`src/rtl/div_despachador_if.sv`:
```
// -----------------------------------------------------------------------------
// div_despachador_if
//   Operand and result handshakes of the division dispatcher.
//   Producer side : in_valid / in_ready / in_num / in_den
//   Consumer side : out_valid / out_ready / out_coc / out_res / out_err
//   master : the environment (drives operands, accepts results)
//   slave  : the dispatcher (accepts operands, offers results)
// -----------------------------------------------------------------------------
interface div_despachador_if #(
    parameter int tamanyo = 32
);
    logic               in_valid;
    logic               in_ready;
    logic [tamanyo-1:0] in_num;
    logic [tamanyo-1:0] in_den;
    logic               out_valid;
    logic               out_ready;
    logic [tamanyo-1:0] out_coc;
    logic [tamanyo-1:0] out_res;
    logic [1:0]         out_err;

    modport master (
        output in_valid, in_num, in_den, out_ready,
        input  in_ready, out_valid, out_coc, out_res, out_err
    );

    modport slave (
        input  in_valid, in_num, in_den, out_ready,
        output in_ready, out_valid, out_coc, out_res, out_err
    );
endinterface

```
`src/rtl/div_despachador.sv`:
```
// -----------------------------------------------------------------------------
// div_despachador
//   Upstream sequencer for a multi-cycle signed divider. Operand pairs are
//   queued in a small FIFO, one division at a time is launched with a single
//   Start pulse, and the quotient/remainder is returned on a valid/ready port.
//   A zero divisor is answered locally (err[0]); a divider that never reports
//   Done is abandoned after TIMEOUT cycles (err[1]).
// Ports
//   CLK, RSTa        clock (rising edge), asynchronous active-low reset
//   bus              operand/result handshakes (div_despachador_if.slave)
//   div_start        one-cycle Start pulse to the divider
//   div_num/div_den  operands to the divider, held after the pulse
//   div_done         one-cycle Done from the divider
//   div_coc/div_res  divider quotient/remainder, valid with div_done
//   busy             work queued or in progress
//   n_pend           FIFO occupancy
// -----------------------------------------------------------------------------
module div_despachador #(
    parameter int tamanyo = 32,
    parameter int PROF    = 4,
    parameter int TIMEOUT = 80
) (
    input  logic                    CLK,
    input  logic                    RSTa,
    div_despachador_if.slave        bus,
    output logic                    div_start,
    output logic [tamanyo-1:0]      div_num,
    output logic [tamanyo-1:0]      div_den,
    input  logic                    div_done,
    input  logic [tamanyo-1:0]      div_coc,
    input  logic [tamanyo-1:0]      div_res,
    output logic                    busy,
    output logic [$clog2(PROF):0]   n_pend
);

    localparam int PW = $clog2(PROF);
    localparam int CW = PW + 1;
    localparam int TW = $clog2(TIMEOUT);

    typedef enum logic [1:0] {
        IDLE    = 2'd0,
        LANZA   = 2'd1,
        ESPERA  = 2'd2,
        ENTREGA = 2'd3
    } estado_t;

    // FIFO storage and bookkeeping
    logic [tamanyo-1:0] mem_num_r [PROF];
    logic [tamanyo-1:0] mem_den_r [PROF];
    logic [PW-1:0]      wr_ptr_r;
    logic [PW-1:0]      rd_ptr_r;
    logic [CW-1:0]      cnt_r;
    logic [CW-1:0]      cnt_next_s;
    logic               push_s;
    logic               pop_s;
    logic [tamanyo-1:0] head_num_s;
    logic [tamanyo-1:0] head_den_s;

    // Sequencer state and registered outputs
    estado_t            estado_r;
    estado_t            estado_s;
    logic [TW-1:0]      wd_r;
    logic [TW-1:0]      wd_s;
    logic [tamanyo-1:0] out_coc_r;
    logic [tamanyo-1:0] out_coc_s;
    logic [tamanyo-1:0] out_res_r;
    logic [tamanyo-1:0] out_res_s;
    logic [1:0]         out_err_r;
    logic [1:0]         out_err_s;
    logic [tamanyo-1:0] div_num_r;
    logic [tamanyo-1:0] div_num_s;
    logic [tamanyo-1:0] div_den_r;
    logic [tamanyo-1:0] div_den_s;
    logic               out_valid_r;
    logic               div_start_r;
    logic               in_ready_r;
    logic               busy_r;

    // in_ready_r is the registered "not full" flag, so a full FIFO never
    // accepts a push even when the sequencer pops in the same cycle.
    assign push_s     = bus.in_valid && in_ready_r;
    assign pop_s      = (estado_r == IDLE) && (cnt_r != {CW{1'b0}});
    assign head_num_s = mem_num_r[rd_ptr_r];
    assign head_den_s = mem_den_r[rd_ptr_r];

    // FIFO occupancy after this cycle's push/pop
    always_comb begin
        cnt_next_s = cnt_r;
        if (push_s && !pop_s) begin
            cnt_next_s = cnt_r + CW'(1'b1);
        end else if (pop_s && !push_s) begin
            cnt_next_s = cnt_r - CW'(1'b1);
        end else begin
            cnt_next_s = cnt_r;
        end
    end

    // FIFO storage, pointers (wrap naturally, PROF is a power of 2) and count
    always_ff @(posedge CLK or negedge RSTa) begin
        if (!RSTa) begin
            for (int i = 0; i < PROF; i++) begin
                mem_num_r[i] <= {tamanyo{1'b0}};
                mem_den_r[i] <= {tamanyo{1'b0}};
            end
            wr_ptr_r <= {PW{1'b0}};
            rd_ptr_r <= {PW{1'b0}};
            cnt_r    <= {CW{1'b0}};
        end else begin
            if (push_s) begin
                mem_num_r[wr_ptr_r] <= bus.in_num;
                mem_den_r[wr_ptr_r] <= bus.in_den;
                wr_ptr_r            <= wr_ptr_r + PW'(1'b1);
            end
            if (pop_s) begin
                rd_ptr_r <= rd_ptr_r + PW'(1'b1);
            end
            cnt_r <= cnt_next_s;
        end
    end

    // Next state and next values of every registered output
    always_comb begin
        estado_s  = estado_r;
        wd_s      = wd_r;
        out_coc_s = out_coc_r;
        out_res_s = out_res_r;
        out_err_s = out_err_r;
        div_num_s = div_num_r;
        div_den_s = div_den_r;
        case (estado_r)
            IDLE: begin
                if (pop_s) begin
                    if (head_den_s == {tamanyo{1'b0}}) begin
                        // Zero divisor is answered here; the divider never sees it.
                        out_coc_s = {tamanyo{1'b0}};
                        out_res_s = head_num_s;
                        out_err_s = 2'b01;
                        estado_s  = ENTREGA;
                    end else begin
                        div_num_s = head_num_s;
                        div_den_s = head_den_s;
                        estado_s  = LANZA;
                    end
                end else begin
                    estado_s = IDLE;
                end
            end
            LANZA: begin
                wd_s     = {TW{1'b0}};
                estado_s = ESPERA;
            end
            ESPERA: begin
                // Done is checked first so it wins over a coinciding timeout.
                if (div_done) begin
                    out_coc_s = div_coc;
                    out_res_s = div_res;
                    out_err_s = 2'b00;
                    estado_s  = ENTREGA;
                end else if (wd_r == TW'(TIMEOUT - 1)) begin
                    out_coc_s = {tamanyo{1'b0}};
                    out_res_s = {tamanyo{1'b0}};
                    out_err_s = 2'b10;
                    estado_s  = ENTREGA;
                end else begin
                    wd_s = wd_r + TW'(1'b1);
                end
            end
            ENTREGA: begin
                if (bus.out_ready) begin
                    estado_s = IDLE;
                end else begin
                    estado_s = ENTREGA;
                end
            end
            default: begin
                estado_s = IDLE;
            end
        endcase
    end

    // State register and registered outputs; strobes decode the next state
    // so they are aligned with the state they belong to.
    always_ff @(posedge CLK or negedge RSTa) begin
        if (!RSTa) begin
            estado_r    <= IDLE;
            wd_r        <= {TW{1'b0}};
            out_coc_r   <= {tamanyo{1'b0}};
            out_res_r   <= {tamanyo{1'b0}};
            out_err_r   <= 2'b00;
            div_num_r   <= {tamanyo{1'b0}};
            div_den_r   <= {tamanyo{1'b0}};
            out_valid_r <= 1'b0;
            div_start_r <= 1'b0;
            in_ready_r  <= 1'b0;
            busy_r      <= 1'b0;
        end else begin
            estado_r    <= estado_s;
            wd_r        <= wd_s;
            out_coc_r   <= out_coc_s;
            out_res_r   <= out_res_s;
            out_err_r   <= out_err_s;
            div_num_r   <= div_num_s;
            div_den_r   <= div_den_s;
            out_valid_r <= (estado_s == ENTREGA);
            div_start_r <= (estado_s == LANZA);
            in_ready_r  <= (cnt_next_s != CW'(PROF));
            busy_r      <= (estado_s != IDLE) || (cnt_next_s != {CW{1'b0}});
        end
    end

    assign bus.in_ready  = in_ready_r;
    assign bus.out_valid = out_valid_r;
    assign bus.out_coc   = out_coc_r;
    assign bus.out_res   = out_res_r;
    assign bus.out_err   = out_err_r;
    assign div_start     = div_start_r;
    assign div_num       = div_num_r;
    assign div_den       = div_den_r;
    assign busy          = busy_r;
    assign n_pend        = cnt_r;

endmodule

```
`src/flat_wrapper.sv`:
```
// flat-port wrapper written by rule: the top's interface ports become plain ports
module div_despachador_flat 
#(
    parameter int tamanyo = 32,
    parameter int PROF    = 4,
    parameter int TIMEOUT = 80
)
  (CLK, RSTa, div_start, div_num, div_den, div_done, div_coc, div_res, busy, n_pend, bus_in_valid, bus_in_num, bus_in_den, bus_out_ready, bus_in_ready, bus_out_valid, bus_out_coc, bus_out_res, bus_out_err);
  div_despachador_if #(.tamanyo(tamanyo)) bus_i ();
  input  logic CLK;
  input  logic RSTa;
  output logic div_start;
  output logic [tamanyo-1:0] div_num;
  output logic [tamanyo-1:0] div_den;
  input  logic div_done;
  input  logic [tamanyo-1:0] div_coc;
  input  logic [tamanyo-1:0] div_res;
  output logic busy;
  output logic [$clog2(PROF):0] n_pend;
  input wire logic [$bits(bus_i.in_valid)-1:0] bus_in_valid;
  input wire logic [$bits(bus_i.in_num)-1:0] bus_in_num;
  input wire logic [$bits(bus_i.in_den)-1:0] bus_in_den;
  input wire logic [$bits(bus_i.out_ready)-1:0] bus_out_ready;
  output wire logic [$bits(bus_i.in_ready)-1:0] bus_in_ready;
  output wire logic [$bits(bus_i.out_valid)-1:0] bus_out_valid;
  output wire logic [$bits(bus_i.out_coc)-1:0] bus_out_coc;
  output wire logic [$bits(bus_i.out_res)-1:0] bus_out_res;
  output wire logic [$bits(bus_i.out_err)-1:0] bus_out_err;
  assign bus_i.in_valid = bus_in_valid;
  assign bus_i.in_num = bus_in_num;
  assign bus_i.in_den = bus_in_den;
  assign bus_i.out_ready = bus_out_ready;
  assign bus_in_ready = bus_i.in_ready;
  assign bus_out_valid = bus_i.out_valid;
  assign bus_out_coc = bus_i.out_coc;
  assign bus_out_res = bus_i.out_res;
  assign bus_out_err = bus_i.out_err;
  div_despachador #(.tamanyo(tamanyo), .PROF(PROF), .TIMEOUT(TIMEOUT)) u_core (.CLK(CLK), .RSTa(RSTa), .bus(bus_i), .div_start(div_start), .div_num(div_num), .div_den(div_den), .div_done(div_done), .div_coc(div_coc), .div_res(div_res), .busy(busy), .n_pend(n_pend));
endmodule
```
`config.mk`:
```
export PLATFORM = sky130hd
export DESIGN_NAME = div_despachador_flat
export DESIGN_NICKNAME = d
export VERILOG_FILES = /design/src/rtl/div_despachador_if.sv /design/src/rtl/div_despachador.sv /design/src/flat_wrapper.sv
export SDC_FILE = /design/constraint.sdc
export NUM_CORES = 1
export LEC_CHECK = 0
export ABC_AREA = 1
export CORE_MARGIN = 3
export CORE_UTILIZATION = 35
export DETAILED_ROUTE_END_ITERATION = 16
export MAX_ROUTING_LAYER = met4
export PLACE_DENSITY_LB_ADDON = 0.25
export SLEW_MARGIN = 5
export SYNTH_ARGS = -nofsm -noshare
export SYNTH_HDL_FRONTEND = slang
export SYNTH_SLANG_ARGS = --single-unit
```
`constraint.sdc`:
```
create_clock -name CLK -period 3.7 [get_ports CLK]
set_clock_uncertainty 0.2 [all_clocks]
set_input_delay 0.555 -clock CLK [delete_from_list [all_inputs] [get_ports CLK]]
set_output_delay 0.555 -clock CLK [all_outputs]
set_load 0.01 [all_outputs]
```
==> results.sh <==
export IMPL_leakage_nw=10.4
export IMPL_dieArea_um2=52100
export IMPL_yosys_area_share_simple=0.217
export IMPL_crit_arrival_ns=3.22
export IMPL_vias=14400
export IMPL_synth_top_family_by_area="simple AND/OR/NAND/NOR gates"
export IMPL_clk_latency_ns=0.57
export IMPL_wl_um=48800
export IMPL_yosysWarnings=0
export IMPL_ys_ff_latch=406
export IMPL_grt_pass1_wl_um=78900
export IMPL_syn2layout_area_growth_pct=27.7
export IMPL_reg2reg_depth=14
export IMPL_grt_max_degree=130
export IMPL_fmax_mhz=343
export IMPL_layout_drive_gt1_share=0.0491
export IMPL_yosysTopAreaCell="dfrtp_1"
export IMPL_postLayoutCoreUtil=0.458
export IMPL_num_rows=80
export IMPL_synth_most_common_cell="nand2_1"
export IMPL_nets=2385
export IMPL_crit_fanout=66
export IMPL_cts_tree="yes"
export IMPL_min_path_cells=2
export IMPL_gp_congestion=0.781
export IMPL_postPlaceCellArea_um2=20600
export IMPL_synth_xor_area_frac=0.00203
export IMPL_netlist_top_cells_count="nand2_1 (817), dfrtp_1 (406), o21ai_0 (360), nand3_1 (101), inv_1 (88)"
export IMPL_fp_dieW_um=228
export IMPL_hp_start="u_core.bus.out_coc[28]"
export IMPL_final_area_um2=22100
export IMPL_fin_ws_ns=0.785
export IMPL_synth_cells=2031
export IMPL_grtUsageTotal=0.191
export IMPL_peakVddDrop_v=0.000398
export IMPL_core_um2=48200
export IMPL_timing_rr_end="u_core.bus.out_coc[17]"
export IMPL_dp_slack_ns=0.754
export IMPL_setup_viol=0
export IMPL_synth_fa_ha_area_frac=0.00579
export IMPL_endpoint_kind="flop"
export IMPL_muxShareOfSynthArea=0
export IMPL_clk_path_buf_depth=3
export IMPL_synthArstFlopShare=1.00
export IMPL_initial_core_util=0.359
export IMPL_rr_startpoint="u_core.rd_ptr_r[0]"
export IMPL_wire_per_inst_um=16.6
export IMPL_yosysTopAreaCellShare=0.587
export IMPL_fin_crit_sh=0.788
export IMPL_maxSlewHeadroom=0.417
export IMPL_ant_nets=0
export IMPL_first_pass_iters=5
export IMPL_antenna_found_initial=0
export IMPL_worstPathRequired_ns=4.00
export IMPL_ys_types=27
export IMPL_drt_initial_drc_count=1191
export IMPL_clk_pin_slew_ns=0.06
export IMPL_clockRootBuffer="clkbuf_16"
export IMPL_hpwlAfterDp_um=31700
export IMPL_ctsResizeCount=0
export IMPL_synth_nets=2172
export IMPL_synth_area_um2=17300
export IMPL_overflow=0
export IMPL_route_detailed_drc=0
export IMPL_crit_type="flop to flop"
export IMPL_synth_flop_cell="dfrtp_1"
export IMPL_finalSetupTns_ns=0
export IMPL_rsz0062_at_grt="no"
export IMPL_synth_compound_area_frac=0.135
export IMPL_final_max_slew_violation_count=0
export IMPL_layout_min_cycle_time_ns=2.91
export IMPL_outcome="complete, no violations"
export IMPL_htreeDepth=2
export IMPL_cp_start_kind="flop"
export IMPL_dp_cells=2852
export IMPL_cts_buffers=45
export IMPL_power_density_nw_per_um2=923
export IMPL_die_h_um=228
export IMPL_yosysSeqAreaShare=0.587
export IMPL_finalNonFillerCells=2938
export IMPL_numPortBuffers=269
export IMPL_ff2ff_setup_slack_ns=0.79
export IMPL_hold_path_end="u_core.bus.out_coc[28]"
export IMPL_hp_class="flop to flop"
export IMPL_clock_sinks=406
export IMPL_drv_cap=0
export IMPL_io_pins=270
export IMPL_syn_mean_instance_area_um2=8.52
export IMPL_hold_violations=0
export IMPL_synth_area_top_cells="dfrtp_1 (59%), nand2_1 (18%), o21ai_0 (10%), nand3_1 (2.9%), inv_1 (1.9%)"
export IMPL_worstMarginPinSlew_ns=0.875
export IMPL_grt_pass1_vias=13900
export IMPL_vias_per_cell=4.90
export IMPL_synth_edff_count=0
## where the power goes
part / internal [mW] / total (mW) / switching [mW]
logic: 3.34 / 8.46 / 5.11
registers: 6.48 / 7.57 / 1.09
clock network: 2.59 / 4.36 / 1.77
## stage by stage
step                      hold WS, ns  total power, mW
final                           0.271             20.4
after CTS                       0.272             20.7
after global placement          0.253             15.9
after floorplan                0.0594             12.6
after global routing            0.288             22.1
after detailed placement        0.257             16.2
## area by class of cell
cell class,count,area [µm²]
clock buffers,74,1370
fillers,4721,26200
repair buffers,301,3050
inverters,89,338
multi-input cells,1401,6260
well taps,656,821
flip-flops and latches,406,10200
diodes,1,2.50
clock inverters,10,78.8
## sequential cells by signal, summed over array words and instances, names as in the netlist, 2 cells and up
signal              cells
u_core.wd_r             7
u_core.bus.out_res     32
u_core.rd_ptr_r         2
u_core.estado_r         2
u_core.div_num         32
u_core.bus.out_err      2
u_core.wr_ptr_r         2
u_core.div_den         32
u_core.bus.out_coc     32
u_core.mem_den_r      128
u_core.n_pend           3
u_core.mem_num_r      128
## cell families after synthesis
logic type,after synthesis
DFF,406
and+or+nand+nor,958
AOI/OAI and AO/OA,431
adders and majority gates,8
buffers and inverters,224
xor gates and xnor gates,4
## layout by cell type, fill, tap and decap left out, drive strengths merged, types with 2 or more instances in the layout
cell	netlist	final
o21ai	360	360
inv	89	89
nand4	2	2
a32o	32	32
ha	8	8
clkinv	0	9
nand2	818	818
nor3	7	7
nand3	101	101
clkdlybuf4s50	0	268
xor2	4	4
nor2	25	25
nor4	2	2
clkbuf	79	74
dfrtp	406	406
buf	56	32
a21oi	35	35
## repair_timing
action	4_1_cts	5_1_grt
setup buffers	0	0
hold buffers	1	0
endpoints found under the hold margin	89	0
## metal layers
metal | global-route usage | up-vias | routed length (µm) | part of all wire
met1 | 0.257 | 6895 | 22000 | 0.45
li1 | - | 7016 | - | -
met2 | 0.299 | 398 | 23100 | 0.47
met4 | 0.0541 | 0 | 1070 | 0.022
met3 | 0.0360 | 73 | 2620 | 0.054
met5 | - | - | 0 | 0
## critical path, stage by stage (launching register included)
cell and delay (ns):
dfrtp_4 0.51, inv_4 0.54, nand2_1 0.11, nand3_1 0.10
nand2_1 0.16, nand2_1 0.13, nor2_1 0.05, nand2_1 0.11
nor2_1 0.07, nand2_1 0.17, nand2_2 0.08, nand2_2 0.07
buf_4 0.34, nand2_1 0.10, nand2_1 0.08
## how the worst max path moves through the flow
| stage | from | to | slack, ns | depth (start not counted) |
|---|---|---|---|---|
| global route | u_core.rd_ptr_r[0] | u_core.bus.out_coc[8] | 0.51 | 14 |
| CTS | u_core.rd_ptr_r[0] | u_core.bus.out_coc[17] | 0.76 | 14 |
| floorplan | u_core.rd_ptr_r[1] | u_core.bus.out_err[0] | 1.49 | 16 |
| global placement | u_core.rd_ptr_r[0] | u_core.bus.out_res[11] | 0.80 | 14 |
| detailed placement | u_core.rd_ptr_r[0] | u_core.bus.out_coc[21] | 0.75 | 14 |
| finish | u_core.rd_ptr_r[0] | u_core.bus.out_coc[17] | 0.79 | 14 |
Note: power is estimated with default switching activity, not from simulation.
